--- config.mk ---
export PLATFORM = sky130hd
export DESIGN_NAME = instruction_fetch
export DESIGN_NICKNAME = d
export VERILOG_FILES = /design/src/rtl/instruction_fetch.sv
export SDC_FILE = /design/constraint.sdc
export NUM_CORES = 1
export LEC_CHECK = 0
export BUFFER_PORTS_ARGS = -buffer_cell sky130_fd_sc_hd__buf_2
export CORE_MARGIN = 5
export CORE_UTILIZATION = 53
export CTS_CLUSTER_DIAMETER = 50
export DETAILED_ROUTE_END_ITERATION = 12
export GPL_TIMING_DRIVEN = 0
export HOLD_SLACK_MARGIN = 0.05
export PLACE_DENSITY_LB_ADDON = 0.15
export SETUP_SLACK_MARGIN = 0.5
export SLEW_MARGIN = 20
export SYNTH_ARGS = -nofsm -noshare
export SYNTH_HDL_FRONTEND = slang
export SYNTH_SLANG_ARGS = --single-unit
--- constraint.sdc ---
create_clock -name clock -period 2.7 [get_ports clock]
set_input_delay 0.54 -clock clock [delete_from_list [all_inputs] [get_ports clock]]
set_output_delay 0.54 -clock clock [all_outputs]
set_load 0.01 [all_outputs]
--- src/rtl/instruction_fetch.sv ---
// Fetch stage: reads the byte-wide instruction ROM, assembles big-endian 24-bit words
// and hands them to the execute core through a small FIFO with a valid/ready handshake.
module instruction_fetch #(
   parameter int                       ADDRESS_WIDTH = 15,
   parameter int                       QUEUE_DEPTH   = 2,
   parameter logic [ADDRESS_WIDTH-1:0] RESET_VECTOR  = '0
) (
   input  logic                     clock,
   input  logic                     reset,
   output logic [ADDRESS_WIDTH-1:0] rom_address,
   output logic                     rom_read,
   input  logic [7:0]               rom_data,
   output logic [23:0]              instruction,
   output logic [ADDRESS_WIDTH-1:0] instruction_address,
   output logic                     instruction_valid,
   input  logic                     instruction_ready,
   input  logic                     redirect,
   input  logic [ADDRESS_WIDTH-1:0] redirect_address,
   output logic [1:0]               debug_state
);

   // Handshake: a word moves to the core at a rising edge where instruction_valid and
   // instruction_ready are both 1; the head is held stable while valid is 1 and ready is 0.

   typedef enum logic [1:0] {
      BYTE0 = 2'd0,
      BYTE1 = 2'd1,
      BYTE2 = 2'd2
   } asm_state_e;

   localparam int AW = ADDRESS_WIDTH;
   localparam int CW = $clog2(QUEUE_DEPTH + 2);

   asm_state_e           asm_q, asm_d;
   logic [1:0]           iss_q, iss_d;
   logic [AW-1:0]        ptr_q, ptr_d;
   logic                 rd_q, rd_d;
   logic [AW-1:0]        raddr_q, raddr_d;
   logic                 pend_q, pend_d;
   logic [AW-1:0]        pend_addr_q, pend_addr_d;
   logic [15:0]          word_q, word_d;
   logic [AW-1:0]        waddr_q, waddr_d;
   logic [23:0]          fdata_q [QUEUE_DEPTH];
   logic [23:0]          fdata_d [QUEUE_DEPTH];
   logic [AW-1:0]        faddr_q [QUEUE_DEPTH];
   logic [AW-1:0]        faddr_d [QUEUE_DEPTH];
   logic [QUEUE_DEPTH-1:0] fvld_q, fvld_d;

   logic                 push;
   logic                 pop;
   logic                 placed;
   logic [CW-1:0]        count_d;
   logic                 inprog_d;
   logic                 start_ok;

   always_comb begin
      asm_d       = asm_q;
      iss_d       = iss_q;
      ptr_d       = ptr_q;
      rd_d        = 1'b0;
      raddr_d     = raddr_q;
      pend_d      = rd_q;
      pend_addr_d = raddr_q;
      word_d      = word_q;
      waddr_d     = waddr_q;
      fdata_d     = fdata_q;
      faddr_d     = faddr_q;
      fvld_d      = fvld_q;
      push        = 1'b0;
      placed      = 1'b0;
      count_d     = '0;
      inprog_d    = 1'b0;
      start_ok    = 1'b0;
      pop         = fvld_q[0] & instruction_ready;

      // pend_q marks that rom_data carries the byte read in the previous cycle
      if (pend_q) begin
         case (asm_q)
            BYTE0: begin
               word_d[15:8] = rom_data;
               waddr_d      = pend_addr_q;
               asm_d        = BYTE1;
            end
            BYTE1: begin
               word_d[7:0] = rom_data;
               asm_d       = BYTE2;
            end
            BYTE2: begin
               push  = 1'b1;
               asm_d = BYTE0;
            end
            default: asm_d = BYTE0;
         endcase
      end

      if (pop) begin
         for (int i = 0; i < QUEUE_DEPTH - 1; i++) begin
            fdata_d[i] = fdata_q[i+1];
            faddr_d[i] = faddr_q[i+1];
         end
         fvld_d = fvld_q >> 1;
      end

      if (push) begin
         for (int i = 0; i < QUEUE_DEPTH; i++) begin
            if (!fvld_d[i] && !placed) begin
               fdata_d[i] = {word_q, rom_data};
               faddr_d[i] = waddr_q;
               fvld_d[i]  = 1'b1;
               placed     = 1'b1;
            end
         end
      end

      for (int i = 0; i < QUEUE_DEPTH; i++) begin
         count_d = count_d + CW'(fvld_d[i]);
      end
      // A started instruction holds a slot until its word lands in the FIFO
      inprog_d = (asm_d != BYTE0) | pend_d;
      start_ok = (count_d + CW'(inprog_d)) < CW'(QUEUE_DEPTH);

      if (redirect) begin
         rd_d    = 1'b1;
         raddr_d = redirect_address;
         ptr_d   = redirect_address + AW'(1);
         iss_d   = 2'd2;
         fvld_d  = '0;
         asm_d   = BYTE0;
         pend_d  = 1'b0;
      end else if (iss_q != 2'd0) begin
         rd_d    = 1'b1;
         raddr_d = ptr_q;
         ptr_d   = ptr_q + AW'(1);
         iss_d   = iss_q - 2'd1;
      end else if (start_ok) begin
         rd_d    = 1'b1;
         raddr_d = ptr_q;
         ptr_d   = ptr_q + AW'(1);
         iss_d   = 2'd2;
      end
   end

   always_ff @(posedge clock or negedge reset) begin
      if (!reset) begin
         asm_q       <= BYTE0;
         iss_q       <= 2'd0;
         ptr_q       <= RESET_VECTOR;
         rd_q        <= 1'b0;
         raddr_q     <= '0;
         pend_q      <= 1'b0;
         pend_addr_q <= '0;
         word_q      <= '0;
         waddr_q     <= '0;
         fvld_q      <= '0;
         for (int i = 0; i < QUEUE_DEPTH; i++) begin
            fdata_q[i] <= '0;
            faddr_q[i] <= '0;
         end
      end else begin
         asm_q       <= asm_d;
         iss_q       <= iss_d;
         ptr_q       <= ptr_d;
         rd_q        <= rd_d;
         raddr_q     <= raddr_d;
         pend_q      <= pend_d;
         pend_addr_q <= pend_addr_d;
         word_q      <= word_d;
         waddr_q     <= waddr_d;
         fvld_q      <= fvld_d;
         for (int i = 0; i < QUEUE_DEPTH; i++) begin
            fdata_q[i] <= fdata_d[i];
            faddr_q[i] <= faddr_d[i];
         end
      end
   end

   assign rom_read            = rd_q;
   assign rom_address         = raddr_q;
   assign instruction         = fdata_q[0];
   assign instruction_address = faddr_q[0];
   assign instruction_valid   = fvld_q[0];
   assign debug_state         = asm_q;

endmodule

==> results of run 1 <==
## worst max-delay path: stages (launching register included)
cell                       delay, ps
sky130_fd_sc_hd__dfrtp_1         420
sky130_fd_sc_hd__nor3_2          210
sky130_fd_sc_hd__a21oi_1          60
sky130_fd_sc_hd__or2_4           250
sky130_fd_sc_hd__ha_4            170
sky130_fd_sc_hd__a21oi_2         220
sky130_fd_sc_hd__a21oi_4         120
sky130_fd_sc_hd__clkbuf_4        200
sky130_fd_sc_hd__nor3_2          200
sky130_fd_sc_hd__xnor2_1         150
sky130_fd_sc_hd__mux2i_1          90
## state kept, by name, indices dropped and copies added (netlist names)
| register | cells |
|---|---|
| debug_state | 2 |
| faddr_q | 15 |
| fdata_q | 24 |
| fvld_q | 2 |
| instruction | 24 |
| instruction_address | 15 |
| iss_q | 2 |
| pend_addr_q | 15 |
| pend_q | 1 |
| ptr_q | 15 |
| rom_address | 15 |
| rom_read | 1 |
| waddr_q | 15 |
| word_q | 16 |
## repair_timing
item                       CTS  global route
cloned                       1             2
pin swaps                    0             1
gates resized for setup      8            20
setup endpoints to repair   31            30
buffers inserted             2             4
## layout make-up
type / instances / area [um^2]
Buffer: 67 / 467
Clock buffer: 24 / 472
Clock inverter: 7 / 35.0
Fill cell: 1068 / 4590
Inverter: 8 / 30.0
Multi-Input combinational cell: 365 / 2860
Sequential cell: 162 / 4050
Tap cell: 176 / 220
Timing Repair Buffer: 94 / 561
## routing by layer
layer	wire (um)	track usage, %
met5	0	0
met4	223	7.19
met3	657	4.29
met2	7920	33.8
met1	6530	24.7
## stage by stage
step | total power [mW] | util, % | TNS [ps] | cell area, um^2
CTS | 6.63 | 64.1 | 0 | 8520
finish | 6.58 | 65.5 | 0 | 8700
floorplan | 4.00 | - | 0 | 7280
global placement | 4.45 | 59.6 | -200550 | 7920
global route | 6.93 | 65.5 | 0 | 8700
detailed placement | 4.52 | 59.9 | 0 | 7960
## power breakdown
| part | switching (mW) | total (mW) | internal (mW) |
|---|---|---|---|
| Clock | 0.880 | 2.09 | 1.21 |
| Sequential | 0.277 | 3.13 | 2.85 |
| Combinational | 0.614 | 1.36 | 0.751 |
| Total | 1.77 | 6.58 | 4.80 |
## synthesized netlist by cell type, types with 6 or more instances
master	count	area (um^2)
sky130_fd_sc_hd__mux2_2	62	698
sky130_fd_sc_hd__dfrtp_1	162	4050
sky130_fd_sc_hd__o21ai_1	15	75.1
sky130_fd_sc_hd__buf_1	6	22.5
sky130_fd_sc_hd__buf_4	42	315
sky130_fd_sc_hd__mux2i_1	59	591
sky130_fd_sc_hd__a21oi_1	12	60.1
sky130_fd_sc_hd__nand2_1	73	274
sky130_fd_sc_hd__nand3_1	6	30.0
sky130_fd_sc_hd__o21ai_0	43	215
sky130_fd_sc_hd__xor2_1	8	70.1
sky130_fd_sc_hd__clkbuf_1	7	26.3
sky130_fd_sc_hd__xnor2_1	14	123
sky130_fd_sc_hd__nor2_1	15	56.3
sky130_fd_sc_hd__mux2_1	12	135
sky130_fd_sc_hd__buf_2	11	55.1
sky130_fd_sc_hd__inv_1	8	30.0
## kinds of logic (layout without fill, tap and decap cells)
family / Yosys count / in the layout / synth area share [%]
simple gates: 120 / 120 / 7.57
buf+inv: 75 / 200 / 6.36
compound gates: 86 / 86 / 7.05
mux: 133 / 133 / 19.7
xor+xnor: 22 / 22 / 2.66
flops: 162 / 162 / 56.0
fa+ha+maj: 4 / 4 / 0.691
## final timing paths
kind	cells past startpoint	to	start
max	10	ptr_q[13]	pend_q
min	1	instruction[10]	reset
max reg2reg	10	ptr_q[13]	pend_q
min reg2reg	0	pend_addr_q[1]	rom_address[1]
max in group asynchronous	2	pend_addr_q[2]	reset
min in group clock	3	rom_address[8]	redirect_address[8]
==> impl_results.html, run 1 <==
<table>
<tr><th>Metric</th><th>Value</th></tr>
<tr><th colspan="2">Run status</th></tr>
<tr><td>Run status</td><td>finished clean</td></tr>
<tr><th colspan="2">Route</th></tr>
<tr><td>Detailed-route wire length</td><td>15.3 mm</td></tr>
<tr><td>ANT nets after route</td><td>0</td></tr>
<tr><td>Post-detailed-route DRC marker count</td><td>0</td></tr>
<tr><td>Per-cell routed wire length</td><td>17.0 um</td></tr>
<tr><td>Routed vias</td><td>4,836</td></tr>
<tr><td>First-pass detailed-route iteration total</td><td>6</td></tr>
<tr><td>Number of vias per cell after detailed routing</td><td>5.36</td></tr>
<tr><td>Violation count after the first detailed-routing iteration</td><td>361</td></tr>
<tr><th colspan="2">Synth</th></tr>
<tr><td>Avg Inst Size Synth</td><td>12.0 um^2</td></tr>
<tr><td>Syn Inst Count</td><td>602</td></tr>
<tr><td>Count of different cell masters after synthesis</td><td>45</td></tr>
<tr><td>Flip-flop cell with the highest count after synthesis</td><td>sky130_fd_sc_hd__dfrtp_1</td></tr>
<tr><td>Sequential-to-total area share from yosys stat</td><td>56.0%</td></tr>
<tr><td>EDFF count, synth</td><td>0</td></tr>
<tr><td>Synthesis warning total</td><td>0</td></tr>
<tr><td>Mapped Nets</td><td>633</td></tr>
<tr><td>Async set-reset flop share out of synthesis</td><td>100%</td></tr>
<tr><td>Post-synthesis sequential element count</td><td>162</td></tr>
<tr><td>Area of the mapped netlist</td><td>0.00724 mm^2</td></tr>
<tr><th colspan="2">Floorplan</th></tr>
<tr><td>Number of top-level design ports</td><td>85</td></tr>
<tr><td>Die extent in x</td><td>127 um</td></tr>
<tr><td>Core area</td><td>0.0133 mm^2</td></tr>
<tr><td>Height of the chip</td><td>127 um</td></tr>
<tr><td>Starting Density</td><td>54.5%</td></tr>
<tr><td>Row count</td><td>42</td></tr>
<tr><td>Total Die Area</td><td>0.0161 mm^2</td></tr>
<tr><th colspan="2">Cells and area</th></tr>
<tr><td>Final standard cell count with taps included and fillers excluded</td><td>903</td></tr>
<tr><td>Layout cells sized above 1</td><td>35.8%</td></tr>
<tr><td>Highest-count cells in the layout ignoring fill and taps</td><td>sky130_fd_sc_hd__dfrtp_1 (162), sky130_fd_sc_hd__buf_2 (92), sky130_fd_sc_hd__nand2_1 (73)</td></tr>
<tr><td>Antenna diodes</td><td>0</td></tr>
<tr><td>Total Nets Final</td><td>746</td></tr>
<tr><td>Area added between synthesis and finish</td><td>20.2%</td></tr>
<tr><td>Most frequent standard cell in the layout excluding fill and tap cells</td><td>sky130_fd_sc_hd__dfrtp_1</td></tr>
<tr><th colspan="2">CTS</th></tr>
<tr><td>Bufs on Longest Clock Path</td><td>2</td></tr>
<tr><td>H-tree depth</td><td>4</td></tr>
<tr><td>Clk Tree Root Cell</td><td>sky130_fd_sc_hd__clkbuf_16</td></tr>
<tr><td>Number of sinks handled by clock tree synthesis</td><td>162</td></tr>
<tr><td>Number of hold buffers added after cts</td><td>0</td></tr>
<tr><td>Insertion delay of the later-clocked pin in the worst-skew pair</td><td>420 ps</td></tr>
<tr><td>Clock transition at the registers of the reported paths</td><td>60 ps</td></tr>
<tr><td>Inserted Clock Buffers</td><td>17</td></tr>
<tr><td>CTS tree</td><td>yes</td></tr>
<tr><th colspan="2">Placement</th></tr>
<tr><td>Number of instances in the placed design</td><td>863</td></tr>
<tr><td>Pre-CTS worst setup slack</td><td>8.56 ps</td></tr>
<tr><td>Post-DP HPWL</td><td>10.5 mm</td></tr>
<tr><td>Number of port buffers</td><td>84</td></tr>
<tr><td>Final weighted congestion of routability-driven global placement</td><td>0.876</td></tr>
<tr><th colspan="2">Timing</th></tr>
<tr><td>Final period utilization</td><td>82.2%</td></tr>
<tr><td>RSZ-0062 raised after global routing</td><td>true</td></tr>
<tr><td>Max-slew violations</td><td>0</td></tr>
<tr><td>Least-Margin Pin Slew</td><td>830 ps</td></tr>
<tr><td>Worst hold-check slack</td><td>53.9 ps</td></tr>
<tr><td>Final number of hold-violating endpoints</td><td>0</td></tr>
<tr><td>Worst-case clock skew</td><td>8.67 ps</td></tr>
<tr><td>Achievable Freq</td><td>0.451 GHz</td></tr>
<tr><td>Post-route setup slack</td><td>480 ps</td></tr>
<tr><td>Number of endpoints failing setup at the final stage</td><td>0</td></tr>
<tr><td>Worst slew margin</td><td>44.7%</td></tr>
<tr><td>Time the worst path needs with I/O delays and setup</td><td>2220 ps</td></tr>
<tr><th colspan="2">Worst setup path</th></tr>
<tr><td>Maximum fanout encountered on the critical timing path</td><td>5</td></tr>
<tr><td>Data arrival time of the worst path</td><td>2500 ps</td></tr>
<tr><td>Endpoint type of the worst setup path</td><td>flip-flop</td></tr>
<tr><td>Slack of the worst reg-to-reg path</td><td>480 ps</td></tr>
<tr><td>CP required</td><td>2980 ps</td></tr>
<tr><td>Critical Path Source Type</td><td>flip-flop</td></tr>
<tr><td>Kind of critical path</td><td>reg2reg</td></tr>
<tr><th colspan="2">Power and ir drop</th></tr>
<tr><td>Static leakage</td><td>4.36 nW</td></tr>
<tr><td>Worst VDD drop</td><td>431 uV</td></tr>
<tr><td>Total power density per cell area</td><td>756 mW/mm^2</td></tr>
<tr><th colspan="2">Global routing</th></tr>
<tr><td>Initial antenna violation count</td><td>0</td></tr>
<tr><td>Total congestion overflow after global routing</td><td>0</td></tr>
<tr><td>Global-route wire length before repair</td><td>25.2 mm</td></tr>
<tr><td>Maximum number of pins on one net before global-route repair</td><td>101</td></tr>
<tr><td>Via count of the first global-routing pass</td><td>5,032</td></tr>
<tr><td>Total Routing Usage GR</td><td>19.8%</td></tr>
<tr><th colspan="2">Flow run</th></tr>
<tr><td>Max-cap violation count</td><td>0</td></tr>
<tr><th colspan="2">Min path</th></tr>
<tr><td>Hold Path Class</td><td>in2async</td></tr>
</table>
Note: power is estimated with default switching activity, not from simulation.
==> run 2: changes to the inputs <==
- clock period: 2.7 -> 2.2 ns (I/O delays scaled with it)
==> impl_results.html, run 2 (synthesis gave the netlist of run 1 again) <==
<table>
<tr><th>Metric</th><th>Value</th></tr>
<tr><th colspan="2">Run status</th></tr>
<tr><td>Run status</td><td>finished clean</td></tr>
<tr><th colspan="2">Placement</th></tr>
<tr><td>Instance area at placement</td><td>0.00803 mm^2</td></tr>
<tr><td>Number of port buffers</td><td>84</td></tr>
<tr><td>Post-DP HPWL</td><td>10.6 mm</td></tr>
<tr><td>Final weighted congestion of routability-driven global placement</td><td>0.924</td></tr>
<tr><td>Pre-CTS worst setup slack</td><td>-172 ps</td></tr>
<tr><th colspan="2">Min path</th></tr>
<tr><td>Start point of the worst min-delay path</td><td>redirect_address[12]</td></tr>
<tr><td>Number of stages on the worst hold path</td><td>3</td></tr>
<tr><td>Hold Path Class</td><td>in2reg</td></tr>
<tr><td>Min-Delay Endpoint</td><td>rom_address[12]</td></tr>
<tr><th colspan="2">Worst setup path</th></tr>
<tr><td>Kind of critical path</td><td>reg2reg</td></tr>
<tr><td>Critical Path Max Stage Delay</td><td>430 ps</td></tr>
<tr><td>Critical Path Source Type</td><td>flip-flop</td></tr>
<tr><td>Data arrival time of the worst path</td><td>2410 ps</td></tr>
<tr><td>Terminus of the critical flop-to-flop path</td><td>ptr_q[10]</td></tr>
<tr><td>Cell count of the worst reg-to-reg path</td><td>10</td></tr>
<tr><td>Critical path, cell by cell</td><td>and3b_2 -&gt; a21o_1 -&gt; ha_4 -&gt; o21ai_4 -&gt; a21oi_4 -&gt; buf_8 -&gt; buf_6 -&gt; nor2_2 -&gt; xnor2_1 -&gt; mux2i_1</td></tr>
<tr><td>Maximum fanout encountered on the critical timing path</td><td>8</td></tr>
<tr><td>Slack of the worst reg-to-reg path</td><td>70 ps</td></tr>
<tr><td>Startpoint of the lowest-slack register-to-register path</td><td>debug_state[1]</td></tr>
<tr><td>CP required</td><td>2470 ps</td></tr>
<tr><td>Endpoint type of the worst setup path</td><td>flip-flop</td></tr>
<tr><td>Cell with the biggest individual delay on the critical path</td><td>sky130_fd_sc_hd__dfrtp_2</td></tr>
<tr><th colspan="2">Timing</th></tr>
<tr><td>Worst-case clock skew</td><td>6.96 ps</td></tr>
<tr><td>Time the worst path needs with I/O delays and setup</td><td>2130 ps</td></tr>
<tr><td>Final number of hold-violating endpoints</td><td>0</td></tr>
<tr><td>Post-route setup slack</td><td>67.5 ps</td></tr>
<tr><td>Number of endpoints failing setup at the final stage</td><td>0</td></tr>
<tr><td>Achievable Freq</td><td>0.469 GHz</td></tr>
<tr><td>Worst slew margin</td><td>43.0%</td></tr>
<tr><td>Max-slew violations</td><td>0</td></tr>
<tr><td>RSZ-0062 raised after global routing</td><td>true</td></tr>
<tr><td>Least-Margin Pin Slew</td><td>855 ps</td></tr>
<tr><td>Final period utilization</td><td>96.9%</td></tr>
<tr><th colspan="2">Cells and area</th></tr>
<tr><td>Post-layout instance area</td><td>0.00896 mm^2</td></tr>
<tr><td>Most frequent standard cell in the layout excluding fill and tap cells</td><td>sky130_fd_sc_hd__dfrtp_1</td></tr>
<tr><td>Antenna diodes</td><td>0</td></tr>
<tr><td>Highest-count cells in the layout ignoring fill and taps</td><td>sky130_fd_sc_hd__dfrtp_1 (159), sky130_fd_sc_hd__buf_2 (87), sky130_fd_sc_hd__nand2_1 (73)</td></tr>
<tr><td>Layout cells sized above 1</td><td>40.2%</td></tr>
<tr><td>Area added between synthesis and finish</td><td>23.8%</td></tr>
<tr><td>Total Nets Final</td><td>754</td></tr>
<tr><th colspan="2">Route</th></tr>
<tr><td>ANT nets after route</td><td>0</td></tr>
<tr><td>Violation count after the first detailed-routing iteration</td><td>272</td></tr>
<tr><td>Post-detailed-route DRC marker count</td><td>0</td></tr>
<tr><td>Detailed-route wire length</td><td>16.2 mm</td></tr>
<tr><td>Routed vias</td><td>4,954</td></tr>
<tr><td>First-pass detailed-route iteration total</td><td>5</td></tr>
<tr><td>Number of vias per cell after detailed routing</td><td>5.45</td></tr>
<tr><td>Per-cell routed wire length</td><td>17.8 um</td></tr>
<tr><th colspan="2">CTS</th></tr>
<tr><td>Number of sinks handled by clock tree synthesis</td><td>162</td></tr>
<tr><td>Clk Tree Root Cell</td><td>sky130_fd_sc_hd__clkbuf_16</td></tr>
<tr><td>Insertion delay of the later-clocked pin in the worst-skew pair</td><td>420 ps</td></tr>
<tr><td>Clock transition at the registers of the reported paths</td><td>60 ps</td></tr>
<tr><td>H-tree depth</td><td>4</td></tr>
<tr><td>Inserted Clock Buffers</td><td>17</td></tr>
<tr><td>CTS tree</td><td>yes</td></tr>
<tr><td>Bufs on Longest Clock Path</td><td>2</td></tr>
<tr><th colspan="2">Floorplan</th></tr>
<tr><td>Total Die Area</td><td>0.0161 mm^2</td></tr>
<tr><td>Starting Density</td><td>54.5%</td></tr>
<tr><td>Height of the chip</td><td>127 um</td></tr>
<tr><td>Row count</td><td>42</td></tr>
<tr><td>Core area</td><td>0.0133 mm^2</td></tr>
<tr><td>Die extent in x</td><td>127 um</td></tr>
<tr><td>Number of top-level design ports</td><td>85</td></tr>
<tr><th colspan="2">Global routing</th></tr>
<tr><td>Initial antenna violation count</td><td>0</td></tr>
<tr><td>Total Routing Usage GR</td><td>20.5%</td></tr>
<tr><td>Total congestion overflow after global routing</td><td>0</td></tr>
<tr><td>Via count of the first global-routing pass</td><td>5,210</td></tr>
<tr><td>Maximum number of pins on one net before global-route repair</td><td>94</td></tr>
<tr><td>Global-route wire length before repair</td><td>26.1 mm</td></tr>
<tr><th colspan="2">Power and ir drop</th></tr>
<tr><td>Portion of total power attributed to the clock network</td><td>31.3%</td></tr>
<tr><td>Net Sw Frac</td><td>27.8%</td></tr>
<tr><td>Pwr Total</td><td>8.11 mW</td></tr>
<tr><td>Static leakage</td><td>4.49 nW</td></tr>
<tr><td>Switching Power</td><td>2.26 mW</td></tr>
<tr><td>Design internal power</td><td>5.85 mW</td></tr>
<tr><td>Portion of total power attributed to combinational logic</td><td>21.3%</td></tr>
<tr><td>Worst VDD drop</td><td>457 uV</td></tr>
<tr><td>Sequential power share</td><td>47.4%</td></tr>
<tr><td>Total power density per cell area</td><td>905 mW/mm^2</td></tr>
<tr><th colspan="2">Flow run</th></tr>
<tr><td>Max-cap violation count</td><td>0</td></tr>
</table>
-- run 2: cell types whose count changed in the layout (fill, tap and decap cells not counted), moves of 5 or more --
cell / previous run / this run
sky130_fd_sc_hd__clkinv_2: 7 / 2
sky130_fd_sc_hd__mux2_4: 2 / 21
sky130_fd_sc_hd__buf_6: 2 / 7
sky130_fd_sc_hd__clkbuf_1: 12 / 6
sky130_fd_sc_hd__mux2_1: 12 / 2
sky130_fd_sc_hd__clkbuf_2: 0 / 5
sky130_fd_sc_hd__nor2_1: 13 / 7
sky130_fd_sc_hd__mux2_2: 60 / 51
sky130_fd_sc_hd__nor2_4: 1 / 6
sky130_fd_sc_hd__clkinvlp_4: 0 / 5
sky130_fd_sc_hd__buf_2: 92 / 87
sky130_fd_sc_hd__buf_4: 46 / 52
-- run 2: worst max-delay path, delay by kind of cell (launching register included) --
kind                       cells  cell delay, ps
DFF                            1             430
AOI/OAI and AO/OA              3             420
and+or+nand+nor                2             370
buffers and inverters          2             310
adders and majority gates      1             250
xor gates and xnor gates       1             130
muxes                          1              90
-- run 2: repair_timing --
action | in CTS | in global routing
setup endpoints to repair | 101 | 119
gates resized for setup | 22 | 50
buffers inserted | 11 | 3
hold buffers | 1 | 0
cloned | 0 | 2
endpoints found under the hold margin | 69 | 0
pin swaps | 1 | 6
-- run 2: power groups by stage --
| stage | combinational, mW | sequential [mW] | clock (mW) |
|---|---|---|---|
| floorplan | 1.13 | 3.79 | 0 |
| global placement | 1.62 | 3.85 | 0 |
| detailed placement | 1.68 | 3.89 | 0 |
| CTS | 1.72 | 3.84 | 2.58 |
| global route | 1.90 | 3.91 | 2.71 |
| finish | 1.72 | 3.85 | 2.54 |
-- run 2: area by class of cell --
| type | instances | area, um^2 |
|---|---|---|
| plain buffers | 67 | 522 |
| repair buffers | 102 | 646 |
| clock buffers | 20 | 437 |
| clock inverters | 9 | 65.1 |
| inverters | 8 | 30.0 |
| fillers | 996 | 4330 |
| multi-input cells | 365 | 2980 |
| flip-flops and latches | 162 | 4060 |
| well taps | 176 | 220 |
-- run 2: metal layers --
layer / part of all wire (%) / GRT usage, % / vias to the layer above
li1: - / - / 2278
met1: 42 / 25.2 / 2502
met2: 51 / 35.5 / 146
met5: 0 / 0 / -
met4: 2.1 / 7.76 / 0
met3: 4.7 / 4.33 / 28
-- run 2: how the worst max path moves through the flow --
stage	startpoint	endpoint	slack [ps]	depth (start not counted)
after floorplan	debug_state[1]	iss_q[1]	190	10
final	debug_state[1]	ptr_q[10]	70	10
after CTS	pend_q	ptr_q[1]	100	8
after global routing	redirect	ptr_q[14]	-30	11
after global placement	reset	debug_state[0]	-1910	1
after detailed placement	redirect	ptr_q[14]	-170	11
-- run 2: stage by stage --
| stage | hold WS [ps] | TNS, ps | utilization (%) | instances |
|---|---|---|---|---|
| final | 279 | 0 | 67.4 | 909 |
| after global routing | 293 | -114 | 67.4 | 909 |
| after CTS | 272 | 0 | 65.5 | 904 |
| after detailed placement | 390 | -716 | 60.4 | 863 |
| after global placement | 381 | -261890 | 60.1 | 862 |
| after floorplan | 144 | 0 | - | 602 |
==> run 3: changes to the inputs <==
--- a/config.mk
+++ b/config.mk
@@ -15,4 +15,4 @@
 export PLACE_DENSITY_LB_ADDON = 0.15
+export REMOVE_ABC_BUFFERS = 1
 export SETUP_SLACK_MARGIN = 0.5
-export SLEW_MARGIN = 20
 export SYNTH_ARGS = -nofsm -noshare
==> constraint.sdc (replaced) <==
create_clock -name clock -period 2.2 [get_ports clock]
set_input_delay 0.11 -clock clock [delete_from_list [all_inputs] [get_ports clock]]
set_output_delay 0.11 -clock clock [all_outputs]
set_load 0.01 [all_outputs]
==> impl_results.html, run 3 (synthesis gave the netlist of run 1 again) <==
<table>
<tr><th>Metric</th><th>Value</th></tr>
<tr><th colspan="2">Timing</th></tr>
<tr><td>Achievable Freq</td><td>0.453 GHz</td></tr>
<tr><td>Max-slew violations</td><td>0</td></tr>
<tr><td>Worst hold-check slack</td><td>115 ps</td></tr>
<tr><td>Number of endpoints failing setup at the final stage</td><td>2</td></tr>
<tr><td>Post-route setup slack</td><td>-9.88 ps</td></tr>
<tr><td>Worst slew margin</td><td>37.9%</td></tr>
<tr><td>Least-Margin Pin Slew</td><td>932 ps</td></tr>
<tr><td>Final number of hold-violating endpoints</td><td>0</td></tr>
<tr><td>Final period utilization</td><td>100%</td></tr>
<tr><td>Time the worst path needs with I/O delays and setup</td><td>2210 ps</td></tr>
<tr><td>Worst-case clock skew</td><td>3.92 ps</td></tr>
<tr><td>RSZ-0062 raised after global routing</td><td>true</td></tr>
<tr><th colspan="2">CTS</th></tr>
<tr><td>H-tree depth</td><td>4</td></tr>
<tr><td>Bufs on Longest Clock Path</td><td>2</td></tr>
<tr><td>CTS tree</td><td>yes</td></tr>
<tr><td>Insertion delay of the later-clocked pin in the worst-skew pair</td><td>420 ps</td></tr>
<tr><td>Inserted Clock Buffers</td><td>17</td></tr>
<tr><td>Clock transition at the registers of the reported paths</td><td>60 ps</td></tr>
<tr><td>Clk Tree Root Cell</td><td>sky130_fd_sc_hd__clkbuf_16</td></tr>
<tr><td>Number of sinks handled by clock tree synthesis</td><td>162</td></tr>
<tr><th colspan="2">Route</th></tr>
<tr><td>Top metal layer carrying routed signals</td><td>met4</td></tr>
<tr><td>Number of vias per cell after detailed routing</td><td>5.31</td></tr>
<tr><td>Met1 WL</td><td>6.60 mm</td></tr>
<tr><td>First-pass detailed-route iteration total</td><td>4</td></tr>
<tr><td>ANT nets after route</td><td>0</td></tr>
<tr><td>Violation count after the first detailed-routing iteration</td><td>250</td></tr>
<tr><td>Routed met3 length</td><td>628 um</td></tr>
<tr><td>Detailed-route wire length</td><td>15.0 mm</td></tr>
<tr><td>Routed vias</td><td>4,718</td></tr>
<tr><td>Routed wl met2</td><td>7.43 mm</td></tr>
<tr><td>Per-cell routed wire length</td><td>16.9 um</td></tr>
<tr><td>Post-detailed-route DRC marker count</td><td>0</td></tr>
<tr><th colspan="2">Global routing</th></tr>
<tr><td>Initial antenna violation count</td><td>0</td></tr>
<tr><td>Global-route wire length before repair</td><td>24.3 mm</td></tr>
<tr><td>Total Routing Usage GR</td><td>19.0%</td></tr>
<tr><td>Total congestion overflow after global routing</td><td>0</td></tr>
<tr><td>Maximum number of pins on one net before global-route repair</td><td>104</td></tr>
<tr><td>Via count of the first global-routing pass</td><td>4,726</td></tr>
<tr><th colspan="2">Cells and area</th></tr>
<tr><td>Final standard cell count with taps included and fillers excluded</td><td>888</td></tr>
<tr><td>Highest-count cells in the layout ignoring fill and taps</td><td>sky130_fd_sc_hd__dfrtp_1 (158), sky130_fd_sc_hd__buf_2 (82), sky130_fd_sc_hd__nand2_1 (69)</td></tr>
<tr><td>Layout cells sized above 1</td><td>37.2%</td></tr>
<tr><td>Post-layout instance area</td><td>0.00909 mm^2</td></tr>
<tr><td>Total Nets Final</td><td>731</td></tr>
<tr><td>Fraction of the core area covered by cells at the end of the flow</td><td>68.4%</td></tr>
<tr><td>Antenna diodes</td><td>0</td></tr>
<tr><td>Most frequent standard cell in the layout excluding fill and tap cells</td><td>sky130_fd_sc_hd__dfrtp_1</td></tr>
<tr><td>Area added between synthesis and finish</td><td>25.5%</td></tr>
<tr><th colspan="2">Floorplan</th></tr>
<tr><td>Total Die Area</td><td>0.0161 mm^2</td></tr>
<tr><td>Starting Density</td><td>54.5%</td></tr>
<tr><td>Height of the chip</td><td>127 um</td></tr>
<tr><td>Row count</td><td>42</td></tr>
<tr><td>Die extent in x</td><td>127 um</td></tr>
<tr><td>Core area</td><td>0.0133 mm^2</td></tr>
<tr><td>Number of top-level design ports</td><td>85</td></tr>
<tr><th colspan="2">Power and ir drop</th></tr>
<tr><td>Portion of total power attributed to combinational logic</td><td>17.5%</td></tr>
<tr><td>Switching Power</td><td>2.15 mW</td></tr>
<tr><td>Sequential power share</td><td>47.5%</td></tr>
<tr><td>Design internal power</td><td>5.90 mW</td></tr>
<tr><td>Net Sw Frac</td><td>26.7%</td></tr>
<tr><td>Portion of total power attributed to the clock network</td><td>35.0%</td></tr>
<tr><td>Worst VDD drop</td><td>570 uV</td></tr>
<tr><td>Static leakage</td><td>4.44 nW</td></tr>
<tr><td>Total power density per cell area</td><td>886 mW/mm^2</td></tr>
<tr><th colspan="2">Placement</th></tr>
<tr><td>Final weighted congestion of routability-driven global placement</td><td>0.840</td></tr>
<tr><td>Instance area at placement</td><td>0.00768 mm^2</td></tr>
<tr><td>Pre-CTS worst setup slack</td><td>-758 ps</td></tr>
<tr><td>Number of instances in the placed design</td><td>804</td></tr>
<tr><td>Number of port buffers</td><td>84</td></tr>
<tr><td>Post-DP HPWL</td><td>8.93 mm</td></tr>
<tr><th colspan="2">Worst setup path</th></tr>
<tr><td>Kind of critical path</td><td>reg2reg</td></tr>
<tr><td>Data arrival time of the worst path</td><td>2510 ps</td></tr>
<tr><td>Critical path, cell by cell</td><td>and3b_2 -&gt; a21o_1 -&gt; ha_4 -&gt; o21ai_4 -&gt; buf_4 -&gt; a21o_4 -&gt; nor2_4 -&gt; mux2_4</td></tr>
<tr><td>CP required</td><td>2500 ps</td></tr>
<tr><td>Critical Path Max Stage Delay</td><td>450 ps</td></tr>
<tr><td>Cell with the biggest individual delay on the critical path</td><td>sky130_fd_sc_hd__dfrtp_2</td></tr>
<tr><td>Maximum fanout encountered on the critical timing path</td><td>7</td></tr>
<tr><td>Endpoint type of the worst setup path</td><td>flip-flop</td></tr>
<tr><td>Critical Path Source Type</td><td>flip-flop</td></tr>
<tr><td>Cell count of the worst reg-to-reg path</td><td>8</td></tr>
<tr><th colspan="2">Flow run</th></tr>
<tr><td>Max-cap violation count</td><td>0</td></tr>
<tr><th colspan="2">Run status</th></tr>
<tr><td>Violations in the final reports</td><td>setup timing</td></tr>
<tr><td>Run status</td><td>finished with violations</td></tr>
<tr><th colspan="2">Min path</th></tr>
<tr><td>Number of stages on the worst hold path</td><td>4</td></tr>
<tr><td>Hold Path Class</td><td>in2reg</td></tr>
</table>
-- run 3: metrics by stage --
stage                     total power [mW]  TNS, ps
after global placement                5.08  -480310
after detailed placement              5.18   -11930
final                                 8.05    -16.4
after global routing                  8.46    -1230
after floorplan                       4.54  -106110
after CTS                             8.08     -150
-- run 3: layout make-up --
cell class / count / area, um^2
fillers: 946 / 4210
clock buffers: 25 / 475
multi-input cells: 365 / 2990
repair buffers: 146 / 1230
flip-flops and latches: 162 / 4060
inverters: 8 / 30.0
clock inverters: 6 / 80.1
well taps: 176 / 220
-- run 3: power groups by stage --
stage,Combinational (mW),Sequential [mW],Clock (mW)
finish,1.41,3.83,2.82
detailed placement,1.30,3.88,0
global placement,1.24,3.84,0
CTS,1.38,3.83,2.87
floorplan,0.594,3.94,0
global route,1.57,3.90,2.99
-- run 3: routing by layer --
metal  track usage, %  up-vias
met2             31.2      100
met5                0        -
met3             4.46       33
met1             24.5     2348
met4             7.38        0
li1                 -     2237
-- run 3: path summary, 6_finish.rpt --
path / slack, ps / end / startpoint
setup reg to reg: -10 / rom_address[1] / debug_state[1]
min in group asynchronous: 390 / fdata_q[21] / reset
hold reg to reg: 400 / pend_addr_q[14] / rom_address[14]
max in group asynchronous: 1010 / instruction_address[12] / reset
hold / removal: 110 / ptr_q[2] / redirect_address[2]
setup / recovery: -10 / rom_address[1] / debug_state[1]
-- run 3: repair_timing --
| item | 4_1_cts | 5_1_grt |
|---|---|---|
| setup endpoints to repair | 110 | 77 |
| hold endpoints to repair | 157 | 0 |
| pin swaps | 12 | 17 |
| buffers inserted | 11 | 16 |
| gates cloned | 3 | 1 |
| hold buffers | 22 | 0 |
| gates resized for setup | 37 | 38 |
-- run 3: critical path: cells and delay by family (launching register included) --
family | cells | cell delay, ps
flip-flops | 1 | 450
AO/OA/AOI/OAI | 3 | 490
buffers and inverters | 1 | 140
multiplexers | 1 | 310
AND/OR/NAND/NOR | 2 | 420
adder cells (fa/ha/maj) | 1 | 280
